### src/rtl/turn_signal_conditioner_if.sv
// Lever/tick bundle between the raw switch pins, the conditioner and the sequencer.
// hazard_raw exists only when TURN_COND_HAZARD_EN is defined.
interface turn_signal_conditioner_if;
    logic left_raw;
    logic right_raw;
`ifdef TURN_COND_HAZARD_EN
    logic hazard_raw;
`endif
    logic left;
    logic right;
    logic tick;

`ifdef TURN_COND_HAZARD_EN
    modport master (output left_raw, right_raw, hazard_raw, input left, right, tick);
    modport slave  (input left_raw, right_raw, hazard_raw, output left, right, tick);
`else
    modport master (output left_raw, right_raw, input left, right, tick);
    modport slave  (input left_raw, right_raw, output left, right, tick);
`endif
endinterface

### src/rtl/turn_signal_conditioner.sv
// Synchronises and debounces the turn levers and generates the sequencer step tick.
// Optional hazard channel: define TURN_COND_HAZARD_EN.
module turn_signal_conditioner #(
    parameter int unsigned CLK_HZ      = 50_000_000,
    parameter int unsigned DEBOUNCE_MS = 20,
    parameter int unsigned TICK_HZ     = 4
) (
    input logic                      clk,
    input logic                      reset,
    turn_signal_conditioner_if.slave tsc
);
    localparam int unsigned DB_CYCLES = CLK_HZ / 1000 * DEBOUNCE_MS;
    localparam int unsigned TICK_DIV  = CLK_HZ / TICK_HZ;
    localparam int unsigned CW        = $clog2(DB_CYCLES + 1);
    localparam int unsigned PW        = $clog2(TICK_DIV);
`ifdef TURN_COND_HAZARD_EN
    localparam int unsigned NCH       = 3;
`else
    localparam int unsigned NCH       = 2;
`endif
    localparam logic [CW-1:0] DB_LAST   = CW'(DB_CYCLES - 1);
    localparam logic [PW-1:0] TICK_LAST = PW'(TICK_DIV - 1);

    logic [NCH-1:0] w_raw;
    logic [NCH-1:0] w_stable_nxt;

`ifdef TURN_COND_HAZARD_EN
    assign w_raw = {tsc.hazard_raw, tsc.right_raw, tsc.left_raw};
`else
    assign w_raw = {tsc.right_raw, tsc.left_raw};
`endif

    // One synchroniser + debounce channel per raw switch.
    for (genvar gi = 0; gi < NCH; gi++) begin : g_ch
        logic          r_s1;
        logic          r_s2;
        logic          r_stable;
        logic [CW-1:0] r_cnt;
        logic          w_stable;
        logic [CW-1:0] w_cnt;

        always_ff @(posedge clk or negedge reset) begin
            if (!reset) begin
                r_s1     <= 1'b0;
                r_s2     <= 1'b0;
                r_stable <= 1'b0;
                r_cnt    <= '0;
            end else begin
                r_s1     <= w_raw[gi];
                r_s2     <= r_s1;
                r_stable <= w_stable;
                r_cnt    <= w_cnt;
            end
        end

        // Any sample matching the stable level restarts the window.
        always_comb begin
            w_stable = r_stable;
            w_cnt    = '0;
            if (r_s2 != r_stable) begin
                if (r_cnt == DB_LAST) begin
                    w_stable = r_s2;
                end else begin
                    w_cnt = r_cnt + CW'(1);
                end
            end
        end

        assign w_stable_nxt[gi] = w_stable;
    end

    logic          r_left;
    logic          r_right;
    logic          r_tick;
    logic [PW-1:0] r_presc;
    logic          w_left_nxt;
    logic          w_right_nxt;
    logic          w_restart;
    logic          w_tick_nxt;
    logic [PW-1:0] w_presc_nxt;

    // Output levels are built from next-state so they add no latency over the channels.
    always_comb begin
`ifdef TURN_COND_HAZARD_EN
        w_left_nxt  = w_stable_nxt[0] | w_stable_nxt[2];
        w_right_nxt = w_stable_nxt[1] | w_stable_nxt[2];
`else
        w_left_nxt  = w_stable_nxt[0];
        w_right_nxt = w_stable_nxt[1];
`endif
    end

    assign w_restart = (w_left_nxt | w_right_nxt) & ~(r_left | r_right);

    // Free-running prescaler, realigned when the outputs first become active.
    always_comb begin
        w_presc_nxt = r_presc + PW'(1);
        w_tick_nxt  = 1'b0;
        if (r_presc == TICK_LAST) begin
            w_presc_nxt = '0;
            w_tick_nxt  = 1'b1;
        end
        if (w_restart) begin
            w_presc_nxt = '0;
            w_tick_nxt  = 1'b0;
        end
    end

    always_ff @(posedge clk or negedge reset) begin
        if (!reset) begin
            r_left  <= 1'b0;
            r_right <= 1'b0;
            r_tick  <= 1'b0;
            r_presc <= '0;
        end else begin
            r_left  <= w_left_nxt;
            r_right <= w_right_nxt;
            r_tick  <= w_tick_nxt;
            r_presc <= w_presc_nxt;
        end
    end

    assign tsc.left  = r_left;
    assign tsc.right = r_right;
    assign tsc.tick  = r_tick;
endmodule

### src/flat_wrapper.sv
// flat-port wrapper written by rule: the top's interface ports become plain ports
module turn_signal_conditioner_flat 
#(
    parameter int unsigned CLK_HZ      = 50_000_000,
    parameter int unsigned DEBOUNCE_MS = 20,
    parameter int unsigned TICK_HZ     = 4
)
  (clk, reset, tsc_left_raw, tsc_right_raw, tsc_left, tsc_right, tsc_tick);
  turn_signal_conditioner_if tsc_i ();
  input logic clk;
  input logic reset;
  input wire logic [$bits(tsc_i.left_raw)-1:0] tsc_left_raw;
  input wire logic [$bits(tsc_i.right_raw)-1:0] tsc_right_raw;
  output wire logic [$bits(tsc_i.left)-1:0] tsc_left;
  output wire logic [$bits(tsc_i.right)-1:0] tsc_right;
  output wire logic [$bits(tsc_i.tick)-1:0] tsc_tick;
  assign tsc_i.left_raw = tsc_left_raw;
  assign tsc_i.right_raw = tsc_right_raw;
  assign tsc_left = tsc_i.left;
  assign tsc_right = tsc_i.right;
  assign tsc_tick = tsc_i.tick;
  turn_signal_conditioner #(.CLK_HZ(CLK_HZ), .DEBOUNCE_MS(DEBOUNCE_MS), .TICK_HZ(TICK_HZ)) u_core (.clk(clk), .reset(reset), .tsc(tsc_i));
endmodule
### config.mk
export PLATFORM = sky130hd
export DESIGN_NAME = turn_signal_conditioner_flat
export DESIGN_NICKNAME = d
export VERILOG_FILES = /design/src/rtl/turn_signal_conditioner_if.sv /design/src/rtl/turn_signal_conditioner.sv /design/src/flat_wrapper.sv
export SDC_FILE = /design/constraint.sdc
export NUM_CORES = 1
export LEC_CHECK = 0
export BUFFER_PORTS_ARGS = -buffer_cell sky130_fd_sc_hd__clkbuf_2
export CORE_UTILIZATION = 25
export DETAILED_ROUTE_END_ITERATION = 10
export GPL_ROUTABILITY_DRIVEN = 0
export PLACE_DENSITY = 0.35
export SYNTH_ARGS = -nofsm -noshare
export SYNTH_HDL_FRONTEND = slang
export SYNTH_SLANG_ARGS = --single-unit
### constraint.sdc
create_clock -name clk -period 4.37 [get_ports clk]
set_input_delay 0.6555 -clock clk [delete_from_list [all_inputs] [get_ports clk]]
set_output_delay 0.6555 -clock clk [all_outputs]
set_load 0.01 [all_outputs]
=== Word-level counts from Yosys, hierarchy flattened ===
Index checks and enable logic that the tools add are counted.

* Register bits: 71
* Input port bits: 4
* Output and inout port bits: 3
* Logic and storage cells: 34

* $add $sub $neg: 3
* Equal/unequal tests: 5
* Multiplexer cells: 12
* Bitwise gates (word level): 4

{| class="wikitable"
|+ Operators with widths
! kind !! count
|-
| $mux W20 || 4
|-
| $mux W24 || 2
|-
| $add A20 B1 Y20 const B || 2
|-
| $eq A20 B20 Y1 const B || 2
|-
| $add A24 B1 Y24 const B || 1
|-
| $eq A24 B24 Y1 const B || 1
|-
| $mux W1 || 6
|-
| $ne A1 B1 Y1 || 2
|-
| $or A1 B1 Y1 || 2
|-
| $and A1 B1 Y1 || 1
|-
| $not A1 Y1 || 1
|}

=== Longest topological paths before layout ===
Gate-level depths: netlist of the first run.

* Depth after elaboration: 6
* Gate-level depth with buffers: 7
* Mapped depth without buffers: 6

=== Least setup slack after synthesis of the first run ===
No wires, ideal clock.

* Path kind: reg-to-reg
* Start: register u_core.g_ch[1].r_cnt[0]
* End: register u_core.g_ch[1].r_cnt[11]
* Library setup time: 121 ps
* Arrival time: 1634 ps
* Data required time: 4249 ps
* Path slack: 2615 ps
* Cell stages (with the launch flop): 8
* Buffers on the path: 1
* Clock period less this slack: 1755 ps
* Path through: dfrtp_1 ha_1 nand3_1 nor4_1 nand2_1 nand2_2 buf_2 nor2_1

* Longest elaborated chain between the ends: 3
* Elaborated cells between the ends (all ways): 4
* Those cells by class: add/sub: 1; eq/ne: 1; mux: 2

{| class="wikitable"
|+ RTL lines
! item !! line !! source
|-
| start, declared || turn_signal_conditioner.sv:38 || <nowiki>logic [CW-1:0] r_cnt;</nowiki>
|-
| start signal, assigned || turn_signal_conditioner.sv:52 || <nowiki>r_cnt <= w_cnt;</nowiki>
|-
| $add A20 B1 Y20 or $eq A20 B20 Y1 (tied branches) || turn_signal_conditioner.sv:64, turn_signal_conditioner.sv:61 ||
|-
| $mux W20 * || turn_signal_conditioner.sv:61 || <nowiki>if (r_cnt == DB_LAST) begin</nowiki>
|-
| $mux W20 * || turn_signal_conditioner.sv:60 || <nowiki>if (r_s2 != r_stable) begin</nowiki>
|-
| named net u_core.g_ch[1].w_cnt[11] || turn_signal_conditioner.sv:40 || <nowiki>logic [CW-1:0] w_cnt;</nowiki>
|}

The timed path passes the listed nets; every way through them passes the cells marked *.

=== Worst setup path after layout of the first run ===
* Start: register u_core.r_presc[9]
* End: register u_core.r_presc[11]

* Longest elaborated chain between the ends: 3
* Elaborated cells between the ends (all ways): 4
* Those cells by class: add/sub: 1; eq/ne: 1; mux: 2

{| class="wikitable"
|+ RTL lines
! item !! line !! source
|-
| start, declared || turn_signal_conditioner.sv:75 || <nowiki>logic [PW-1:0] r_presc;</nowiki>
|-
| start signal, assigned || turn_signal_conditioner.sv:119 || <nowiki>r_presc <= w_presc_nxt;</nowiki>
|-
| $add A24 B1 Y24 or $eq A24 B24 Y1 (tied branches) || turn_signal_conditioner.sv:97, turn_signal_conditioner.sv:99 ||
|-
| $mux W24 * || turn_signal_conditioner.sv:99 || <nowiki>if (r_presc == TICK_LAST) begin</nowiki>
|-
| $mux W24 * || turn_signal_conditioner.sv:103 || <nowiki>if (w_restart) begin</nowiki>
|-
| named net u_core.w_presc_nxt[11] || turn_signal_conditioner.sv:80 || <nowiki>logic [PW-1:0] w_presc_nxt;</nowiki>
|}

Marks and branches as above.

==> metrics.yaml, run 1 <==
power_and_ir_drop:
  combinationalPowerShare_pct: 1.9
  irDropWorstVdd_uv: 212
  power.density_nw_per_um2: 380
  p_leak_nw: 1.67
  p_int_mw: 1.17
  clkPwrFrac_pct: 53.3
  p_sw_share_pct: 21.7
  finalPower_mw: 1.50
  power.switching_mw: 0.325
  seqPwrFrac_pct: 44.8
clock_tree:
  numCtsBuffers: 9
  path_clk_slew_ps: 60
  clock-sinks: 71
  h-tree-depth: 3
  cts_hold_buf: 0
  root_buffer: "clkbuf_16"
  cts_tree: "done"
  cts-resized-gates: 0
  cts_setup_buffers: 0
  insertion_delay_ps: 340
  clockBufferDepth: 2
floorplanning:
  die-width_um: 118
  fp.coreArea_um2: 13200
  row_count: 42
  die_h_um: 118
  start_util_pct: 25.6
  dieArea_um2: 14000
  ios: 7
timing:
  relSlewSlack_pct: 38.5
  holdWs_ps: 346
  slew_violations: 0
  period_needed_ps: 2070
  timing.final.setup_violations: 0
  finClkSkew_ps: 6.33
  worst_slew_pin_slew_ps: 923
  final_hold_viol_count: 0
  fin_ws_ps: 2300
  setup_tns_ps: 0
  min_period_over_period_pct: 47.3
  fmax_mhz: 484
  rsz0062_at_grt: "false"
global_routing:
  antenna_found_initial: 0
  track_usage_pct: 11.4
  grt_max_degree: 72
  grt_first_pass_wirelength_mm: 12.1
  overflow: 0
  grt_pass1_vias: 2361
worst_setup_path:
  start_kind: "flop"
  cp.arrival_ps: 2280
  crit_slowest_cell: "or4b_1"
  cpPeakStageDelay_ps: 550
  crit_path_cell_trace: "or4b_1 > nor4_1 > nand2_1 > nand3_2 > nor2_1"
  end_kind: "flop"
  cp.required_ps: 4580
  crit_type: "reg -> reg"
  path_max_fanout: 16
synth:
  ys.warnings.count: 0
  synth_cells: 336
  syn_nets: 343
  avgSynthCellArea_um2: 10.1
  synth-seq-area-share_pct: 52.6
  synth_area_leaders: "dfrtp_1 53%, xor2_1 8.8%, nor2_1 8.7%"
  synth_top_area_share_pct: 52.6
  syn_area_um2: 3380
  synthDistinctLibCells: 34
  synth-seq-cells: 71
  synth_top_area_cell: "dfrtp_1"
final_layout:
  syn_to_final_growth_pct: 16.3
  num-nets-final: 357
  diodes: 0
  fin_util_pct: 29.8
  final_cell_area_um2: 3930
  drive_above_1_share_pct: 10.1
  final_cells: 531
placed_design:
  dp.cells: 515
  placed_cell_area_um2: 3610
  portBuffers: 6
  place_ws_ps: 2260
  dp.final_hpwl_mm: 4.54
drt:
  vias: 2311
  routed_wl_mm: 6.93
  initialDrtViolationCount: 127
  drc: 0
  dr.pass1.iters: 4
  via_per_inst: 4.35
  antenna_left: 0
  wl_per_cell_um: 13.1
outcome:
  outcome: "finished clean"
min_path:
  hold_class: "reg -> reg"
job:
  cap_violations: 0
-- cell usage after synthesis --
cell / number
nor2_1: 78
dfrtp_1: 71
xor2_1: 34
xnor2_1: 26
nand3_1: 23
nand2_1: 21
nand4_1: 20
inv_1: 11
and3_1: 7
nor3_1: 7
nor4_1: 6
and4_1: 4
ha_1: 3
and2_1: 2
mux2_2: 2
nand2_2: 2
nand3b_1: 2
and3_2: 1
and4b_1: 1
buf_2: 1
buf_4: 1
buf_6: 1
nand3_2: 1
nand4_4: 1
nor2_2: 1
nor3_2: 1
nor4_2: 1
nor4_4: 1
nor4b_1: 1
or2_2: 1
or3_1: 1
or3_2: 1
or4_4: 1
or4b_1: 1
-- power groups by stage --
stage	clock network [mW]	logic, mW	registers [mW]
5_1_grt	0.861	0.0347	0.671
2_1_floorplan	0	0.0127	0.681
3_5_place_dp	0	0.0312	0.682
4_1_cts	0.828	0.0311	0.670
3_3_place_gp	0	0.0321	0.682
6_report	0.797	0.0286	0.670
-- kinds of logic (layout without fill, tap and decap cells) --
family	Yosys count	count (layout)	share of synthesized area (%)
and+or+nand+nor	186	186	28.2
DFF	71	71	52.6
xor gates and xnor gates	60	60	15.5
buffers and inverters	14	33	1.93
adders and majority gates	3	3	1.11
muxes	2	2	0.666
-- worst max-delay path, delay by kind of cell, from the launching register on --
kind / cells / cell delay [ps]
flops: 1 / 430
simple gates: 5 / 1500
-- cells in the final DEF (no fill, tap or decap), drive strengths merged, types with 4 or more instances in the layout --
master  synthesis  layout
xor2           34      34
clkbuf          0      14
nor3            8       8
nand2          23      23
nand3          24      24
inv            11      11
xnor2          26      26
and3            8       8
nand4          21      21
and4            4       4
dfrtp          71      71
nor2           79      79
nor4            8       8
-- metal layers --
layer	global-route usage [%]	wire length, um	vias up
met5	0	0	-
met4	5.05	116	0
met3	4.49	263	10
met2	16.7	3070	23
met1	14.7	3480	1118
li1	-	-	1160
-- state kept, by name (all words and copies together), names as in the netlist --
signal and flops:
u_core.g_ch.r_cnt 40, u_core.g_ch.r_s1 2, u_core.tsc.tick 1, u_core.g_ch.r_s2 2, u_core.g_ch.r_stable 2, u_core.r_presc 24
-- worst paths after layout --
kind	startpoint	to	slack, ps	cells past startpoint
max in group asynchronous	reset	u_core.g_ch[0].r_cnt[5]	3310	1
min in group asynchronous	reset	u_core.r_presc[21]	440	1
min	u_core.g_ch[0].r_s1	u_core.g_ch[0].r_s2	350	0
max	u_core.r_presc[9]	u_core.r_presc[11]	2300	5
max reg2reg	u_core.r_presc[9]	u_core.r_presc[11]	2300	5
min reg2reg	u_core.g_ch[0].r_s1	u_core.g_ch[0].r_s2	350	0
-- layout make-up --
cell class,instances,area (um^2)
fillers,1380,9260
flip-flops and latches,71,1780
multi-input cells,251,1540
well taps,176,220
repair buffers,6,32.5
clock buffers,9,225
inverters,11,41.3
clock inverters,7,97.6
Note: power is estimated with default switching activity, not from simulation.
==> inputs of run 2 (changes only) <==
==> constraint.sdc (replaced) <==
create_clock -name clk -period 2.1 [get_ports clk]
set_input_delay 0.315 -clock clk [delete_from_list [all_inputs] [get_ports clk]]
set_output_delay 0.315 -clock clk [all_outputs]
set_load 0.01 [all_outputs]
==> run 2 against run 1 <==
Effect of this change:
- die area did not move
- design area is 2.5% higher
- global-route usage is 0.23 points lower
- clock-buffer cell count rose by 4
- via count shrank 1.0%
- cell count grew 1.5%
- worst hold slack got worse by 260 ps
- critical endpoint unchanged
- non-clock buffer count is 8 higher
- utilization grew 0.76 points
- total power rose by 100%
- maximum frequency up 10%
==> metrics.yaml, run 2 (synthesis results as in run 1) <==
drt:
  wl_per_cell_um: 12.4
  vias: 2287
  via_per_inst: 4.24
  initialDrtViolationCount: 109
  routed_wl_mm: 6.70
  dr.pass1.iters: 4
  antenna_left: 0
  drc: 0
final_layout:
  max_flop_register: "u_core.g_ch.r_cnt"
  final_common_cell: "nor2_1"
  final_cell_mix: "78 x nor2_1, 71 x dfrtp_1, 34 x xor2_1, 26 x xnor2_1, 23 x nand3_1"
  final_cells: 539
  num-nets-final: 365
  diodes: 0
  syn_to_final_growth_pct: 19.3
  fin_util_pct: 30.6
  final_cell_area_um2: 4030
  top_regs: "u_core.g_ch.r_cnt: 40 flops, u_core.r_presc: 24 flops"
  largest_reg_flops: 40
  drive_above_1_share_pct: 11.6
timing:
  rsz0062_at_grt: "false"
  timing.final.setup_violations: 0
  slew_violations: 0
  finClkSkew_ps: 8.03
  final_hold_viol_count: 0
  worst_slew_pin_slew_ps: 482
  fin_ws_ps: 222
  fmax_mhz: 533
  holdWs_ps: 85.8
  setup_tns_ps: 0
  period_needed_ps: 1880
  min_period_over_period_pct: 89.4
  relSlewSlack_pct: 67.6
placed_design:
  dp.final_hpwl_mm: 4.58
  place_ws_ps: 135
  dp.cells: 522
  placed_cell_area_um2: 3700
  portBuffers: 6
clock_tree:
  root_buffer: "clkbuf_16"
  numCtsBuffers: 9
  h-tree-depth: 3
  clockBufferDepth: 2
  cts_tree: "done"
  insertion_delay_ps: 340
  cts_setup_buffers: 0
  path_clk_slew_ps: 60
  clock-sinks: 71
worst_setup_path:
  crit_path_end: "u_core.r_presc[11]"
  crit_path_cell_trace: "or4b_1 > nor4_1 > nand2_1 > nand3_4 > nor2_1"
  reg2reg_to: "u_core.r_presc[11]"
  end_kind: "flop"
  cpPeakStageDelay_ps: 530
  cp.required_ps: 2310
  r2r_start: "u_core.r_presc[9]"
  path_max_fanout: 16
  crit_type: "reg -> reg"
  crit_slowest_cell: "or4b_1"
  r2r_slack_ps: 220
  startpoint: "u_core.r_presc[9]"
  reg2regPathDepth: 5
  cp.arrival_ps: 2090
  start_kind: "flop"
floorplanning:
  start_util_pct: 25.6
  row_count: 42
  fp.coreArea_um2: 13200
  die-width_um: 118
  ios: 7
  die_h_um: 118
  dieArea_um2: 14000
power_and_ir_drop:
  irDropWorstVdd_uv: 335
  p_leak_nw: 1.73
  power.density_nw_per_um2: 756
  finalPower_mw: 3.05
global_routing:
  track_usage_pct: 11.1
  grt_first_pass_wirelength_mm: 12.0
  overflow: 0
  antenna_found_initial: 0
  grt_max_degree: 38
  grt_pass1_vias: 2362
min_path:
  hold_class: "in -> reg"
outcome:
  outcome: "finished clean"
job:
  cap_violations: 0
run 2: cell type report:
type	count	area, um^2
fill	1399	9160
inverter	11	41.3
clock inverter	3	40.0
clock buffer	13	270
sequential	71	1780
multi-input combinational	251	1550
tap	176	220
timing repair buffer	14	133
run 2: critical path, delay by kind of cell, from the launching register on:
kind	cells	cell delay, ps
AND/OR/NAND/NOR	5	1340
flip-flops	1	410
run 2: what timing repair did:
action | 4_1_cts | 5_1_grt
endpoints found under the setup margin | 0 | 30
hold buffers | 1 | 0
endpoints found under the hold margin | 34 | 0
resized for setup | 0 | 2
run 2: power breakdown:
group / internal, mW / switching [mW]
combinational: 0.0225 / 0.0493
clock: 1.01 / 0.567
sequential: 1.38 / 0.0136
total: 2.42 / 0.630
run 2: how the worst min path moves through the flow:
| stage | startpoint | to | cells past startpoint |
|---|---|---|---|
| finish | tsc_left_raw | u_core.g_ch[0].r_s1 | 1 |
| global route | tsc_right_raw | u_core.g_ch[1].r_s1 | 1 |
| CTS | tsc_left_raw | u_core.g_ch[0].r_s1 | 1 |
| detailed placement | reset | u_core.r_presc[17] | 1 |
| global placement | reset | u_core.r_presc[18] | 1 |
| floorplan | reset | u_core.g_ch[0].r_cnt[0] | 0 |
run 2: per-layer routing:
| layer | wire length (um) | part of all wire, % | vias up | global-route usage, % |
|---|---|---|---|---|
| met5 | 0 | 0 | - | 0 |
| met4 | 155 | 2.3 | 0 | 6.25 |
| met3 | 204 | 3.0 | 10 | 3.19 |
| met2 | 2910 | 43 | 20 | 15.9 |
| met1 | 3430 | 51 | 1083 | 15.0 |
| li1 | - | - | 1174 | - |
